**src/rtl/mem_arbiter.sv**
```systemverilog
// mem_arbiter: shares one main-memory port between the I-cache and the D-cache.
// One request is served at a time: IDLE (arbitrate) -> ACCESS (hold the bus for
// MEM_LATENCY cycles) -> RESP (one-cycle done pulse to the owner) -> IDLE.
// Build option: define MEM_ARB_FIXED_PRIO_EN to give the D-cache absolute
// priority on ties; otherwise ties are resolved round-robin.
module mem_arbiter #(
    parameter int MEM_LATENCY = 4,
    parameter int ADDR_W      = 32
) (
    input  logic              clk,
    input  logic              reset,
    input  logic              i_req,
    input  logic              i_write_en,
    input  logic [ADDR_W-1:0] i_address,
    input  logic [31:0]       i_wdata,
    output logic [31:0]       i_rdata,
    output logic              i_done,
    input  logic              d_req,
    input  logic              d_write_en,
    input  logic [ADDR_W-1:0] d_address,
    input  logic [31:0]       d_wdata,
    output logic [31:0]       d_rdata,
    output logic              d_done,
    output logic [ADDR_W-1:0] mem_address_output,
    output logic              mem_write_en,
    output logic [31:0]       mem_data_in,
    input  logic [31:0]       mem_data_out,
    output logic              busy
);

    localparam int CW = $clog2(MEM_LATENCY + 1);
    localparam logic [CW-1:0] CNT_LAST = CW'(MEM_LATENCY - 1);

    typedef enum logic [1:0] {
        S_IDLE   = 2'd0,
        S_ACCESS = 2'd1,
        S_RESP   = 2'd2
    } state_t;

    state_t            state_q, state_d;
    logic [CW-1:0]     cnt_q, cnt_d;
    logic              owner_q, owner_d;      // 1 = D-cache owns the bus
    logic              we_q, we_d;
    logic [ADDR_W-1:0] addr_q, addr_d;
    logic [31:0]       wdata_q, wdata_d;
    logic [31:0]       i_rdata_q, i_rdata_d;
    logic [31:0]       d_rdata_q, d_rdata_d;
    logic              grant_d_port;          // 1 = D wins this arbitration
`ifdef MEM_ARB_FIXED_PRIO_EN
`else
    logic              rr_last_q, rr_last_d;  // 1 = D was granted last
`endif

    // Arbitration: pick the winner among the currently raised requests.
    always_comb begin
        grant_d_port = d_req;
`ifdef MEM_ARB_FIXED_PRIO_EN
`else
        if (i_req && d_req) begin
            grant_d_port = ~rr_last_q;
        end
`endif
    end

    // Next-state logic: grant in IDLE, count out the latency, pulse done.
    always_comb begin
        state_d   = state_q;
        cnt_d     = cnt_q;
        owner_d   = owner_q;
        we_d      = we_q;
        addr_d    = addr_q;
        wdata_d   = wdata_q;
        i_rdata_d = i_rdata_q;
        d_rdata_d = d_rdata_q;
`ifdef MEM_ARB_FIXED_PRIO_EN
`else
        rr_last_d = rr_last_q;
`endif
        case (state_q)
            S_IDLE: begin
                if (i_req || d_req) begin
                    owner_d = grant_d_port;
                    we_d    = grant_d_port ? d_write_en : i_write_en;
                    addr_d  = grant_d_port ? d_address  : i_address;
                    wdata_d = grant_d_port ? d_wdata    : i_wdata;
                    cnt_d   = '0;
                    state_d = S_ACCESS;
`ifdef MEM_ARB_FIXED_PRIO_EN
`else
                    rr_last_d = grant_d_port;
`endif
                end
            end
            S_ACCESS: begin
                if (cnt_q == CNT_LAST) begin
                    state_d = S_RESP;
                    // The read word is valid on the last access cycle.
                    if (!we_q) begin
                        if (owner_q) begin
                            d_rdata_d = mem_data_out;
                        end else begin
                            i_rdata_d = mem_data_out;
                        end
                    end
                end else begin
                    cnt_d = cnt_q + CW'(1);
                end
            end
            S_RESP: begin
                state_d = S_IDLE;
                cnt_d   = '0;
            end
            default: begin
                state_d = S_IDLE;
            end
        endcase
    end

    // State and datapath registers; reset drops any transaction in flight.
    always_ff @(posedge clk or posedge reset) begin
        if (reset) begin
            state_q   <= S_IDLE;
            cnt_q     <= '0;
            owner_q   <= 1'b0;
            we_q      <= 1'b0;
            addr_q    <= '0;
            wdata_q   <= '0;
            i_rdata_q <= '0;
            d_rdata_q <= '0;
`ifdef MEM_ARB_FIXED_PRIO_EN
`else
            rr_last_q <= 1'b0;
`endif
        end else begin
            state_q   <= state_d;
            cnt_q     <= cnt_d;
            owner_q   <= owner_d;
            we_q      <= we_d;
            addr_q    <= addr_d;
            wdata_q   <= wdata_d;
            i_rdata_q <= i_rdata_d;
            d_rdata_q <= d_rdata_d;
`ifdef MEM_ARB_FIXED_PRIO_EN
`else
            rr_last_q <= rr_last_d;
`endif
        end
    end

    // Outputs: address/data hold their latched values outside ACCESS.
    assign mem_address_output = addr_q;
    assign mem_data_in        = wdata_q;
    assign mem_write_en       = (state_q == S_ACCESS) && we_q;
    assign busy               = (state_q != S_IDLE);
    assign i_done             = (state_q == S_RESP) && !owner_q;
    assign d_done             = (state_q == S_RESP) && owner_q;
    assign i_rdata            = i_rdata_q;
    assign d_rdata            = d_rdata_q;

endmodule

```
**config.mk**
```make
export PLATFORM = sky130hd
export DESIGN_NAME = mem_arbiter
export DESIGN_NICKNAME = d
export VERILOG_FILES = /design/src/rtl/mem_arbiter.sv
export SDC_FILE = /design/constraint.sdc
export NUM_CORES = 1
export LEC_CHECK = 0
export CAP_MARGIN = 30
export CORE_ASPECT_RATIO = 0.6
export CORE_UTILIZATION = 37
export CTS_BUF_LIST = sky130_fd_sc_hd__clkbuf_8
export DETAILED_ROUTE_END_ITERATION = 12
export PLACE_DENSITY = 0.82
export SYNTH_ARGS = -nofsm -noshare
export SYNTH_HDL_FRONTEND = slang
export SYNTH_SLANG_ARGS = --single-unit
```
**constraint.sdc**
```tcl
create_clock -name clk -period 3.9 [get_ports clk]
set_input_delay 0.585 -clock clk [delete_from_list [all_inputs] [get_ports clk]]
set_output_delay 0.585 -clock clk [all_outputs]
set_load 0.02 [all_outputs]
```
; Word-level counts from Yosys, hierarchy flattened
; Cells that the tools add are included.
[totals]
reg_bits = 135
word_cells = 41
input_bits = 166
out_inout_bits = 132
[op_classes]
bitwise_logic = 2
n_reduce_logical = 14
addsub = 1
n_mux = 10
n_eq_ne = 6
[op_table]
columns = op, count
row1 = $mux W32, 2
row2 = $pmux W3 S3, 1
row3 = $reduce_and A4 Y1, 2
row4 = $mux W3, 2
row5 = $ne A2 B2 Y1 const B, 3
row6 = $logic_and A1 B1 Y1, 4
row7 = $mux W2, 2
row8 = $pmux W2 S2, 1
row9 = $reduce_and A2 Y1, 2
row10 = $add A3 B1 Y3 const B, 1
row11 = $eq A3 B2 Y1 const B, 1
row12 = $reduce_and A3 Y1, 1
row13 = $reduce_bool A3 Y1, 1
row14 = $eq A2 B1 Y1 const B, 1
row15 = $eq A2 B2 Y1 const B, 1
row16 = $logic_not A2 Y1, 1
row17 = $mux W1, 2
row18 = $not A1 Y1, 2
row19 = $reduce_bool A2 Y1, 1
row20 = $logic_not A1 Y1, 1
row21 = $logic_or A1 B1 Y1, 1

; Logic depth before layout (Yosys ltp)
[depth]
word_depth = 3
ltp_mapped = 6
mapped_depth_nobuf = 4

; Worst setup path after synthesis
; OpenSTA, ideal clock, no wires.
[synth_timing]
kind = register -> output
from = reg state_q[0]
to = out busy
t_required_ns = 3.315
setup_slack_ns = 2.134
arrival_time_ns = 1.181
stages_incl_launch_ff = 5
path_buffers = 2
path_cell_list = dfrtp_1 -> nor2_1 -> buf_2 -> buf_2 -> inv_1
[synth_via]
elab_chain_len = 1
[synth_lines]
columns = item, line
row1 = start: declaration, 40  ; state_t state_q, state_d;
row2 = start signal: assignment, 135  ; state_q <= state_d;
row3 = $reduce_bool A2 Y1, 154  ; assign busy = (state_q != S_IDLE);
row4 = end: declaration, 28  ; output logic busy
; Every way passes these cells.

; Final worst setup path
; Ends and elaborated chain as after synthesis.

==> flow_summary_export.csv <==
group,metric,value,unit
run_status,status,"finished, final reports clean",
synth,syn-num-nets,699,
setup_path,crit_buf_inv,2,
clock_tree,cts_resized,0,
synth,synth_top_area_cell,"dfrtp_1",
power,powerDensity,822,mW/mm^2
route,drtIter0Drc,280,
finish,design_area,0.00937,mm^2
finish,antenna_cells,0,
timing,max_freq,0.377,GHz
place,numPortBuffers,297,
clock_tree,cts_sinks,135,
power,leakagePower,0.00384,uW
timing,worstMarginPinSlew,0.831,ns
grt,grt_usage,21.4,%
synth,yosysMostFrequentCell,"dfrtp_1",
power,power_frac_seq,32.9,%
power,ir_drop,0.459,mV
route,via_count,5110,
setup_path,critPathRequiredTime,3.31,ns
setup_path,worst_path_max_delay_cell,"clkdlybuf4s50_1",
setup_path,reg2reg_slack,1.83,ns
timing,min_period,2.65,ns
clock_tree,cts_tree,"done",
power,swShare,38.5,%
clock_tree,cts_setup_buffers,0,
die,die_width,163,um
die,core-area,0.0148,mm^2
setup_path,worstReg2RegEnd,"mem_data_in[9]",
synth,synth_cells,531,
timing,finClkSkew,0.0135,ns
timing,tns,0,ns
synth,synth_edf_count,0,
finish,drive_above_1_share,12.7,%
clock_tree,hold_buffers,0,
power,p_sw,2970,uW
setup_path,cp.arrival,2.06,ns
finish,nNetsFinal,983,
clock_tree,clock_path_buffers,2,
synth,yosys_warnings,0,
synth,synth_common_cells,"dfrtp_1, nand2_1, a21oi_1, a31oi_1, mux2_2",
timing,hold_viol,0,
setup_path,critical_path_class,"reg -> out",
power,internal_power,4730,uW
place,dpl.cell_count,994,
hold_path,holdPathEnd,"i_rdata[29]",
finish,fin_cells,1026,
job,drv_cap,0,
power,power_frac_clock,16.9,%
setup_path,cp_max_fo,25,
route,vias_per_cell,4.98,
grt,grt_antenna_before_repair,0,
synth,synthArstFlopShare,100,%
route,drc,0,
clock_tree,cts-buffers-inserted,17,
setup_path,cp_top_family,"buffers and inverters",
die,pin_count,298,
synth,yosys-top-cells-area,"dfrtp_1, mux2_2, nand2_1",
clock_tree,clock_latency,0.43,ns
setup_path,end_kind,"output port",
grt,globalRouteOverflowTotal,0,
die,dieArea,0.0161,mm^2
synth,ys_seq_area_share,58.6,%
finish,syn2layout_area_growth,62.6,%
place,dp_hpwl,12300,um
synth,synth_seq_cells,135,
synth,avgSynthCellArea,10.9,um^2
setup_path,rr_worst_depth,4,
route,wl,17000,um
synth,synth_top_area_share,58.6,%
hold_path,min_from,"i_rdata[29]",
synth,synth.distinct_cells,28,
die,start_util,38.8,%
die,fp-row-count,34,
timing,min_period_over_period,67.9,%
synth,synth_area,0.00576,mm^2
power,pwr-share-comb,50.1,%
timing,relSlewSlack,44.5,%
place,gp_congestion,0.865,
synth,synth_flop_cell,"dfrtp_1",
finish,fin_util,63.1,%
die,fp.dieH,98.7,um
setup_path,max_stage_delay,0.55,ns
finish,fillers,1211,
hold_path,whs_path_depth,1,
setup_path,path_depth,3,
timing,rsz0062_at_grt,"no",
hold_path,hold_path.class,"reg -> reg",
clock_tree,htree_levels,4,
place,dpl-instance-area,0.00892,mm^2
grt,grt_pass1_wl,26600,um
setup_path,cp_cell_sequence,"nor2_4 -> inv_1 -> clkdlybuf4s50_1",
setup_path,r2r_start,"state_q[0]",
route,postRouteAntennaNets,0,
timing,setup_viol,0,
route,wl_per_cell,16.5,um
timing,drv_slew,0,
grt,grt_max_degree,66,
clock_tree,cts.clk_slew.worst_paths,0.09,ns
setup_path,crit_path_start_kind,"register",
route,drt-pass1-iter-count,4,
grt,grt_pass1_vias,5116,
clock_tree,root_buffer,"clkbuf_8",
[cells by family after synthesis]
| family | Yosys count | synth area share (%) |
|---|---|---|
| compound gates | 136 | 13.4 |
| fa+ha+maj | 2 | 0.434 |
| buf+inv | 46 | 3.86 |
| flops | 135 | 58.6 |
| mux | 67 | 13.1 |
| simple gates | 145 | 10.6 |
[sequential cells by signal, summed over array words and instances (netlist names)]
register,flops
rr_last_q,1
d_rdata,32
state_q,2
we_q,1
mem_address_output,32
i_rdata,32
cnt_q,3
mem_data_in,32
[power by group through the flow]
| stage | Sequential (uW) | Combinational (uW) | Clock [uW] |
|---|---|---|---|
| 4_1_cts | 2540 | 3910 | 1340 |
| 3_3_place_gp | 2510 | 3830 | 0 |
| 3_5_place_dp | 2560 | 3900 | 0 |
| 2_1_floorplan | 3320 | 1170 | 0 |
| 6_report | 2540 | 3860 | 1300 |
| 5_1_grt | 2620 | 4110 | 1400 |
[worst register-to-register path, cell delays in order (launching register included)]
cell	delay (ns)
dfrtp_1	0.48
nor2_4	0.52
and2_2	0.48
buf_12	0.29
a31oi_1	0.17
[worst max-delay path by stage]
stage / endpoint / from / slack (ns)
final: busy / state_q[0] / 1.25
after global routing: busy / state_q[0] / 1.12
after CTS: busy / state_q[0] / 1.20
after detailed placement: mem_data_in[11] / i_req / 1.45
after global placement: mem_data_in[11] / i_req / 1.55
after floorplan: cnt_q[0] / reset / 1.64
[placed cells by master (no fill, tap or decap), types with 2 or more instances in the layout]
| cell | Yosys | layout |
|---|---|---|
| inv_1 | 4 | 4 |
| a31oi_1 | 66 | 66 |
| bufinv_16 | 0 | 4 |
| inv_6 | 0 | 5 |
| inv_8 | 0 | 2 |
| mux2_1 | 11 | 11 |
| ha_1 | 2 | 2 |
| clkbuf_8 | 0 | 17 |
| clkinvlp_4 | 0 | 3 |
| dfrtp_1 | 135 | 135 |
| buf_4 | 1 | 6 |
| nand2_1 | 131 | 131 |
| mux2_2 | 55 | 55 |
| clkdlybuf4s50_1 | 0 | 297 |
| and2_1 | 3 | 2 |
| nor2_1 | 3 | 2 |
| buf_12 | 0 | 4 |
| a21oi_1 | 66 | 66 |
[final cells by class]
class / count / area, um^2 / area share [%]
flip-flops and latches: 135 / 3380 / 36.0
inverters: 4 / 18.8 / 0.200
clock inverters: 15 / 214 / 2.28
multi-input cells: 350 / 2180 / 23.3
well taps: 198 / 248 / 2.64
repair buffers: 307 / 3100 / 33.1
clock buffers: 17 / 234 / 2.50
[routing by layer]
layer / wire [um] / global-route usage (%)
met1: 7080 / 26.2
met2: 8450 / 37.0
met3: 1280 / 6.48
met4: 176 / 4.89
met5: 0 / 0
[through the flow]
stage	setup WS [ns]	power, uW	hold WS (ns)
final	1.25	7700	0.494
after floorplan	1.64	4480	0.481
after detailed placement	1.45	6460	0.475
after global placement	1.55	6340	0.468
after global routing	1.12	8130	0.518
after CTS	1.20	7790	0.496
Power figures use the tool's default switching activity.
